--- config.mk ---
export PLATFORM = sky130hd
export DESIGN_NAME = systolic_ctrl
export DESIGN_NICKNAME = d
export VERILOG_FILES = /design/src/rtl/systolic_pkg.sv /design/src/rtl/systolic_skew_feeder.sv /design/src/rtl/systolic_ctrl.sv
export SDC_FILE = /design/constraint.sdc
export NUM_CORES = 1
export LEC_CHECK = 0
export ABC_AREA = 1
export CAP_MARGIN = 20
export CORE_MARGIN = 2
export CORE_UTILIZATION = 45
export DETAILED_ROUTE_END_ITERATION = 10
export PLACE_DENSITY = 0.67
export SLEW_MARGIN = 0
export SYNTH_ARGS = -nofsm -noshare
export SYNTH_HDL_FRONTEND = slang
export SYNTH_SLANG_ARGS = --single-unit
export TNS_END_PERCENT = 5
--- constraint.sdc ---
create_clock -name clk -period 12.22 [get_ports clk]
set_input_delay 2.444 -clock clk [delete_from_list [all_inputs] [get_ports clk]]
set_output_delay 2.444 -clock clk [all_outputs]
set_load 0.01 [all_outputs]
--- src/rtl/systolic_pkg.sv ---
// -----------------------------------------------------------------------------
// systolic_pkg
// Shared definitions for the systolic array controller slice.
//   DEF_N, DEF_DATA_SIZE, DEF_ACC_W : default array size, operand width and
//                                     accumulator width (matches PE out_c)
//   FEED_CYC, DRAIN_CYC             : feed and drain phase lengths for DEF_N
//   ctrl_state_t                    : controller FSM states
//   idx(row, col, n)                : row-major element index into a buffer
// -----------------------------------------------------------------------------
package systolic_pkg;

  localparam int DEF_N         = 4;
  localparam int DEF_DATA_SIZE = 4;
  localparam int DEF_ACC_W     = 2 * DEF_DATA_SIZE + 1;

  // A full skewed wavefront needs 2N-1 steps; N more let it ripple to PE(N-1,N-1)
  localparam int FEED_CYC  = 2 * DEF_N - 1;
  localparam int DRAIN_CYC = DEF_N;

  typedef enum logic [2:0] {
    IDLE,
    CLEAR,
    FEED,
    DRAIN,
    CAPTURE
  } ctrl_state_t;

  function automatic int idx(input int row, input int col, input int n = DEF_N);
    return row * n + col;
  endfunction

endpackage

--- src/rtl/systolic_skew_feeder.sv ---
// -----------------------------------------------------------------------------
// systolic_skew_feeder
// Produces the registered, diagonally skewed edge operands for the array.
// On a load step t, row i receives A[i][t-i] and column j receives B[t-j][j]
// whenever that index lies inside the matrix; everything else is zero.
//   clk, reset  : clock, asynchronous active-high reset
//   load_i      : a feed step is to be presented on the next cycle
//   step_i      : that feed step t
//   a_buf_i     : A buffer, element row*N+col
//   b_buf_i     : B buffer, element row*N+col
//   arr_a_o     : left-edge operands, slice i = row i
//   arr_b_o     : top-edge operands, slice j = column j
// -----------------------------------------------------------------------------
module systolic_skew_feeder
  import systolic_pkg::*;
#(
  parameter int N         = DEF_N,
  parameter int DATA_SIZE = DEF_DATA_SIZE,
  parameter int STEP_W    = 3
) (
  input  logic                          clk,
  input  logic                          reset,
  input  logic                          load_i,
  input  logic [STEP_W-1:0]             step_i,
  input  logic [N*N*DATA_SIZE-1:0]      a_buf_i,
  input  logic [N*N*DATA_SIZE-1:0]      b_buf_i,
  output logic [N*DATA_SIZE-1:0]        arr_a_o,
  output logic [N*DATA_SIZE-1:0]        arr_b_o
);

  localparam int AW = $clog2(N * N);

  logic [N*N-1:0][DATA_SIZE-1:0] a_mem;
  logic [N*N-1:0][DATA_SIZE-1:0] b_mem;
  logic [N-1:0][DATA_SIZE-1:0]   a_d, b_d;
  logic [N-1:0][DATA_SIZE-1:0]   a_q, b_q;

  assign a_mem = a_buf_i;
  assign b_mem = b_buf_i;

  // Row i and column i share the same validity window (0 <= t-i < N)
  always_comb begin
    a_d = '0;
    b_d = '0;
    if (load_i) begin
      for (int i = 0; i < N; i++) begin
        if ((int'(step_i) >= i) && ((int'(step_i) - i) < N)) begin
          a_d[i] = a_mem[AW'(idx(i, int'(step_i) - i, N))];
          b_d[i] = b_mem[AW'(idx(int'(step_i) - i, i, N))];
        end
      end
    end
  end

  always_ff @(posedge clk or posedge reset) begin
    if (reset) begin
      a_q <= '0;
      b_q <= '0;
    end else begin
      a_q <= a_d;
      b_q <= b_d;
    end
  end

  assign arr_a_o = a_q;
  assign arr_b_o = b_q;

endmodule

--- src/rtl/systolic_ctrl.sv ---
// -----------------------------------------------------------------------------
// systolic_ctrl
// Sequencer for an N x N output-stationary systolic array. Buffers host-written
// A and B, and on start runs CLEAR -> FEED -> DRAIN -> CAPTURE, copying every
// PE accumulator into the result buffer and pulsing done.
//   clk, reset           : clock, asynchronous active-high reset
//   start                : job request, honoured only in IDLE
//   busy, done           : job in progress / one-cycle result-valid pulse
//   a_wr_en, b_wr_en     : host writes into A / B (IDLE only)
//   wr_addr, wr_data     : element index row*N+col and value
//   arr_clr              : synchronous clear to the PE array
//   arr_a, arr_b         : skewed left / top edge operands
//   arr_c                : PE accumulators, slice i*N+j
//   c_rd_addr, c_rd_data : combinational result buffer read
// Optional: define SYSTOLIC_CTRL_PERF_EN to add perf_jobs (completed jobs)
// and perf_busy_cyc (cycles with busy high); both wrap.
// -----------------------------------------------------------------------------
module systolic_ctrl
  import systolic_pkg::*;
#(
  parameter  int N         = DEF_N,
  parameter  int DATA_SIZE = DEF_DATA_SIZE,
  parameter  int ACC_W     = 2 * DATA_SIZE + 1,
  localparam int AW        = $clog2(N * N)
) (
  input  logic                     clk,
  input  logic                     reset,
  input  logic                     start,
  output logic                     busy,
  output logic                     done,
  input  logic                     a_wr_en,
  input  logic                     b_wr_en,
  input  logic [AW-1:0]            wr_addr,
  input  logic [DATA_SIZE-1:0]     wr_data,
  output logic                     arr_clr,
  output logic [N*DATA_SIZE-1:0]   arr_a,
  output logic [N*DATA_SIZE-1:0]   arr_b,
  input  logic [N*N*ACC_W-1:0]     arr_c,
  input  logic [AW-1:0]            c_rd_addr,
  output logic [ACC_W-1:0]         c_rd_data
`ifdef SYSTOLIC_CTRL_PERF_EN
  ,
  output logic [15:0]              perf_jobs,
  output logic [31:0]              perf_busy_cyc
`endif
);

  // Phase lengths scale with N around the package defaults
  localparam int FEED_LEN  = FEED_CYC + 2 * (N - DEF_N);
  localparam int DRAIN_LEN = DRAIN_CYC + (N - DEF_N);
  localparam int CNT_W     = $clog2(FEED_LEN + 1);

  ctrl_state_t                   state_q;
  logic [CNT_W-1:0]              cnt_q;
  logic                          busy_q, done_q, clr_q;
  logic [N*N-1:0][DATA_SIZE-1:0] a_buf_q, b_buf_q;
  logic [N*N-1:0][ACC_W-1:0]     c_buf_q;

  logic                          feed_load_d;
  logic [CNT_W-1:0]              feed_step_d;

  // Feeder registers its outputs, so it is told one cycle ahead which step
  // will be on the array edge: step 0 while in CLEAR, then cnt+1 during FEED.
  always_comb begin
    feed_load_d = 1'b0;
    feed_step_d = '0;
    if (state_q == CLEAR) begin
      feed_load_d = 1'b1;
    end else if ((state_q == FEED) && (cnt_q != CNT_W'(FEED_LEN - 1))) begin
      feed_load_d = 1'b1;
      feed_step_d = cnt_q + CNT_W'(1);
    end
  end

  always_ff @(posedge clk or posedge reset) begin
    if (reset) begin
      state_q <= IDLE;
      cnt_q   <= '0;
      busy_q  <= 1'b0;
      done_q  <= 1'b0;
      clr_q   <= 1'b0;
      a_buf_q <= '0;
      b_buf_q <= '0;
      c_buf_q <= '0;
    end else begin
      done_q <= 1'b0;
      clr_q  <= 1'b0;
      case (state_q)
        IDLE: begin
          if (a_wr_en) a_buf_q[wr_addr] <= wr_data;
          if (b_wr_en) b_buf_q[wr_addr] <= wr_data;
          if (start) begin
            state_q <= CLEAR;
            busy_q  <= 1'b1;
            clr_q   <= 1'b1;
          end
        end
        CLEAR: begin
          state_q <= FEED;
          cnt_q   <= '0;
        end
        FEED: begin
          if (cnt_q == CNT_W'(FEED_LEN - 1)) begin
            state_q <= DRAIN;
            cnt_q   <= '0;
          end else begin
            cnt_q <= cnt_q + CNT_W'(1);
          end
        end
        DRAIN: begin
          if (cnt_q == CNT_W'(DRAIN_LEN - 1)) begin
            state_q <= CAPTURE;
            cnt_q   <= '0;
          end else begin
            cnt_q <= cnt_q + CNT_W'(1);
          end
        end
        CAPTURE: begin
          c_buf_q <= arr_c;
          state_q <= IDLE;
          busy_q  <= 1'b0;
          done_q  <= 1'b1;
        end
        default: begin
          state_q <= IDLE;
          busy_q  <= 1'b0;
        end
      endcase
    end
  end

  systolic_skew_feeder #(
    .N        (N),
    .DATA_SIZE(DATA_SIZE),
    .STEP_W   (CNT_W)
  ) u_feeder (
    .clk    (clk),
    .reset  (reset),
    .load_i (feed_load_d),
    .step_i (feed_step_d),
    .a_buf_i(a_buf_q),
    .b_buf_i(b_buf_q),
    .arr_a_o(arr_a),
    .arr_b_o(arr_b)
  );

  assign busy      = busy_q;
  assign done      = done_q;
  assign arr_clr   = clr_q;
  assign c_rd_data = c_buf_q[c_rd_addr];

`ifdef SYSTOLIC_CTRL_PERF_EN
  logic [15:0] perf_jobs_q;
  logic [31:0] perf_busy_cyc_q;

  always_ff @(posedge clk or posedge reset) begin
    if (reset) begin
      perf_jobs_q     <= '0;
      perf_busy_cyc_q <= '0;
    end else begin
      if (done_q) perf_jobs_q <= perf_jobs_q + 16'd1;
      if (busy_q) perf_busy_cyc_q <= perf_busy_cyc_q + 32'd1;
    end
  end

  assign perf_jobs     = perf_jobs_q;
  assign perf_busy_cyc = perf_busy_cyc_q;
`endif

endmodule

Word-level counts from Yosys, hierarchy flattened
Cells that the tools add are included.
{"block": "word_totals", "ramBits": 0, "latch_bits": 0, "mem_bits_ro": 0, "memories": 0, "inputBits": 161, "reg_bits": 313}
{"block": "classes", "bitwise": 1, "add_sub_neg": 10, "n_mul": 0, "mux": 55, "eq_ne": 10, "reduce_logical": 12, "n_shift": 0, "magnitude_cmp": 18, "n_div": 0}
{"cell": "$bwmux W64", "count": 2}
{"cell": "$bmux W4 S4", "count": 6}
{"cell": "$mux W4", "count": 24}
{"cell": "$lt A4 B6 Y1 const B", "count": 7}
{"cell": "$bmux W9 S4", "count": 1}
{"cell": "$mux W16", "count": 2}
{"cell": "$mux W3", "count": 7}
{"cell": "$demux W4 S4", "count": 1}
{"cell": "$bmux W4 S3", "count": 1}
{"cell": "$lt A4 B4 Y1 const B", "count": 3}
{"cell": "$pmux W3 S4", "count": 1}
{"cell": "$lt A4 B5 Y1 const B", "count": 2}
{"cell": "$eq A3 B2 Y1 const B", "count": 3}
{"cell": "$mux W9", "count": 1}
{"cell": "$pmux W3 S3", "count": 1}
{"cell": "$add A4 B3 Y4 const B", "count": 2}
{"cell": "$add A4 B4 Y4 const A", "count": 2}
{"cell": "$bmux W4 S2", "count": 1}
{"cell": "$sub A3 B2 Y4 const B", "count": 2}
{"cell": "$eq A3 B3 Y1 const B", "count": 2}
{"cell": "$ge A3 B2 Y1 const B", "count": 2}
{"cell": "$mux W1", "count": 6}
{"cell": "$reduce_and A2 Y1", "count": 3}
{"cell": "$logic_and A1 B1 Y1", "count": 5}
{"cell": "other kinds (18)", "count": 19}

Longest topological paths before layout
{"block": "depth", "depth_word": 11, "ltp_mapped": 19, "depth_no_buf": 16}

Cells and area by module
A second synthesis with hierarchy kept.
{"block": "unflattened", "hier_cells": 2072, "area_unflattened_um2": 15637.5}
{"mod": "systolic_ctrl", "area_per_inst_um2": 12724.7, "instances": 1, "cells_per_inst": 1578}
{"mod": "systolic_skew_feeder", "area_per_inst_um2": 2912.8, "instances": 1, "cells_per_inst": 494}

Worst setup path before layout
No wires, ideal clock.
{"block": "synth_timing", "path_type": "input to output", "startpoint": "input c_rd_addr[0]", "endpoint": "output c_rd_data[0]", "cell_stages": 8, "slack_ns": 6.185, "t_arrival_ns": 3.591, "required_ns": 9.776, "cell_sequence": "clkbuf_1 -> clkbuf_1 -> clkbuf_1 -> nand2_1 -> o211ai_1 -> nand3_1 -> o211ai_1 -> nand2_1"}
{"block": "synth_via", "elab_chain_cells": 2}
{"item": "from (decl)", "line_no": "systolic_ctrl.sv:39", "source": "input logic [AW-1:0] c_rd_addr,"}
{"item": "$bmux W9 S4", "line_no": "systolic_ctrl.sv:150", "source": "assign c_rd_data = c_buf_q[c_rd_addr];"}
{"item": "$mux W9 (implied by the code)", "line_no": "systolic_ctrl.sv:150"}
{"item": "to (decl)", "line_no": "systolic_ctrl.sv:40", "source": "output logic [ACC_W-1:0] c_rd_data"}
No other way between the ends. The select of a mux whose other input is x is not followed.

Final worst setup path
{"block": "layout_timing", "startpoint": "input c_rd_addr[0]", "endpoint": "output c_rd_data[7]"}
Same word-level chain as after synthesis.

==> out/results.ini <==
[cts]
hold_buffers=0
cts_max_path_buffers=3
htreeDepth=2
clk_latency_ns=0.53
cts_setup_buffers=0
cts_tree=done
clk_pin_slew_ns=0.05
cts_buffers=36
cts_resized=0
cts.sinks=313
cts_root_buf=clkbuf_16

[synth]
ys_types=39
synthAdderAreaFrac_pct=0.915
synth_top_family_by_area=simple AND/OR/NAND/NOR gates
syn_avg_cell_area_um2=8.26
ys_warn_count=0
yosys.area_share.simple_pct=20.7
yosysSeqAreaShare_pct=52.0
synthesis.nets=1994
netlist_instances=1822
synth-xor-area-share_pct=0
synth_seq_cells=313
netlist_area_mm2=0.0150
synth_compound_area_share_pct=14.2
synthMuxAreaShare_pct=4.91

[worst_setup_path]
setup.worst_path.start=c_rd_addr[0]
arrival_ns=4.86
crit_slowest_cell=buf_4
worstSetupPathType=input port to output port
slowest_delay_ns=0.69
cp_max_fo=85
endpoint_kind=output port
reg2reg_slack_ns=8.05
start_kind=input port
critical_path.top_delay_family=buffers and inverters
r2r-start=cnt_q[0]$_DFFE_PP0N_
cp.buffers_inverters=3
r2r_cells=13
path_cells=buf_4 > buf_4 > o21ai_0 > a21oi_1 > o221ai_1 > nand2_1 > clkdlybuf4s50_1
r2r-end=u_feeder.arr_a_o[7]$_DFF_PP0_
cp.required_ns=9.78
cp_common_cell=buf_4

[place]
gp_congestion=0.907
placed_cell_area_mm2=0.0173
hpwl_mm=29.8
place_ws_ns=4.93
io_buffer_count=204

[sta]
setup_ws_ns=4.91
fin_tns_setup_ns=0
hold_violations=0
period_share_pct=59.8
slew_headroom_pct=32.3
final-setup-viol-count=0
max_freq_ghz=0.137
rsz0062_at_grt=no
worst_pin_slew_ns=1.01
min_period_ns=7.31
skew_ns=0.0220
whs_ns=0.476
drv_slew=0

[grt]
grt.total_usage_pct=24.7
grt_overflow_total=0
grt_max_degree=114
first_global_vias=12500
antenna_found_initial=2
grt_pass1_wl_mm=68.9

[drt]
dr.max_layer_used=met4
ant_nets=0
detailroute.wirelength.met3_mm=3.24
routedLengthMet1_mm=18.9
wl_met2_mm=20.0
vias=12900
drt-total-wl_mm=43.5
detail_route.drc_violations=0
drt_iter0_markers=1079
vias_per_cell=5.27
wire_per_inst_um=17.7
first_pass_iters=7

[final_layout]
fill_cells=3012
regArea_mm2=0.00783
multi_input_comb_area_mm2=0.00614
drive_gt1_share_pct=8.61
fin_nets=2155
area_growth_syn_to_layout_pct=23.0
stdcell_area_mm2=0.0185

[min_path]
min_from=c_buf_q[110]$_DFFE_PP0P_
worstHoldPathCells=2
hp-class=flip-flop to flip-flop
min_to=c_buf_q[110]$_DFFE_PP0P_

[die]
dieWidth_um=187
ios=205
fp.dieH_um=187
die-area_mm2=0.0349
start_util_pct=46.0
core_region_area_mm2=0.0327
rows=66

[power]
power_mw=4.66
peakVddDrop_v=0.000157
p_leak_nw=8.71
power_density_mw_per_mm2=252

[status]
run_status=finished, final reports clean

[flow_run]
maxCapViolations=0

power by group:
| group | internal, mW | switching (mW) | total (mW) |
|---|---|---|---|
| Clock | 0.655 | 0.436 | 1.09 |
| Sequential | 1.51 | 0.226 | 1.74 |
| Combinational | 0.653 | 1.18 | 1.83 |
| Total | 2.82 | 1.84 | 4.66 |
state kept, by name, indices dropped and copies added, names as in the netlist:
name	count
c_buf_q	144
state_q	3
done	1
b_buf_q	64
u_feeder.arr_a_o	16
a_buf_q	64
busy	1
cnt_q	3
u_feeder.arr_b_o	16
arr_clr	1
Yosys cell counts:
master	number	share of area, %
nand3_1	48	1.6
a21boi_0	1	0.050
nor2_8	1	0.13
nor2_2	22	0.91
a211oi_1	5	0.25
o22ai_1	20	0.83
clkinv_1	1	0.025
o221ai_1	7	0.41
inv_1	165	4.1
buf_2	22	0.73
mux2_2	54	4.0
o21ai_1	5	0.17
clkbuf_1	53	1.3
nand2_4	1	0.075
mux2i_1	13	0.86
o211ai_1	22	1.1
a21oi_1	81	2.7
o31ai_1	2	0.10
nor2_1	59	1.5
nand4_2	1	0.083
inv_2	4	0.10
nand3b_1	1	0.050
ha_1	11	0.91
nand2_2	7	0.29
buf_4	7	0.35
o21ai_2	2	0.12
o21ai_0	240	8.0
nand4_1	4	0.17
a31oi_1	3	0.12
dfrtp_1	313	52
nor3_2	1	0.067
a21oi_2	1	0.058
o21ai_4	1	0.11
nand2_1	618	15
o21a_1	5	0.25
nor3_1	3	0.10
nor2_4	5	0.37
buf_6	4	0.30
buf_1	9	0.22
metal layers:
layer  up-vias  track usage [%]
li1       6206                -
met4         0             8.67
met5         -                0
met2       532             39.2
met3        87             4.56
met1      6097             34.1
logic make-up after synthesis:
kind of cell / after synthesis
AOI/OAI and AO/OA: 395
adders and majority gates: 11
buffers and inverters: 265
DFF: 313
muxes: 67
and+or+nand+nor: 771
placed cells by master (no fill, tap or decap), types with 14 or more instances in the layout:
cell type	n
dfrtp_1	313
a21oi_1	81
nor2_1	59
o21ai_0	240
nor2_2	22
o211ai_1	22
clkdlybuf4s50_1	202
mux2_2	54
o22ai_1	20
inv_1	163
buf_4	14
nand2_1	617
clkbuf_16	37
nand3_1	48
through the flow:
step / cells / util [%]
floorplan: 1822 / -
detailed placement: 2386 / 52.9
global route: 2451 / 56.6
finish: 2453 / 56.6
CTS: 2450 / 56.5
global placement: 2386 / 52.9
worst register-to-register path: stages, from the launching register on:
cell	delay, ns
dfrtp_1	0.35
inv_1	0.12
ha_1	0.24
nand2_1	0.14
nand4_2	0.70
ha_1	0.54
ha_1	0.41
inv_1	0.20
ha_1	0.55
inv_1	0.24
o21ai_0	0.13
o21ai_0	0.11
nor2_1	0.21
nor2_1	0.11
worst max path at each step:
stage | endpoint | slack (ns) | cells after the start
floorplan | a_buf_q[0]$_DFFE_PP0P_ | 1.12 | 1
global placement | c_rd_data[7] | 5.00 | 8
CTS | c_rd_data[7] | 4.91 | 7
detailed placement | c_rd_data[7] | 4.93 | 7
global route | c_rd_data[1] | 4.74 | 7
finish | c_rd_data[7] | 4.91 | 7
layout make-up:
class	instances	area share (%)
Clock buffer	49	5.35
Clock inverter	15	1.00
Antenna cell	2	0.0270
Sequential cell	313	42.3
Inverter	170	3.50
Timing Repair Buffer	218	11.7
Multi-Input combinational cell	1244	33.2
Tap cell	442	2.99
No activity file was read; power rests on OpenSTA's default activity.
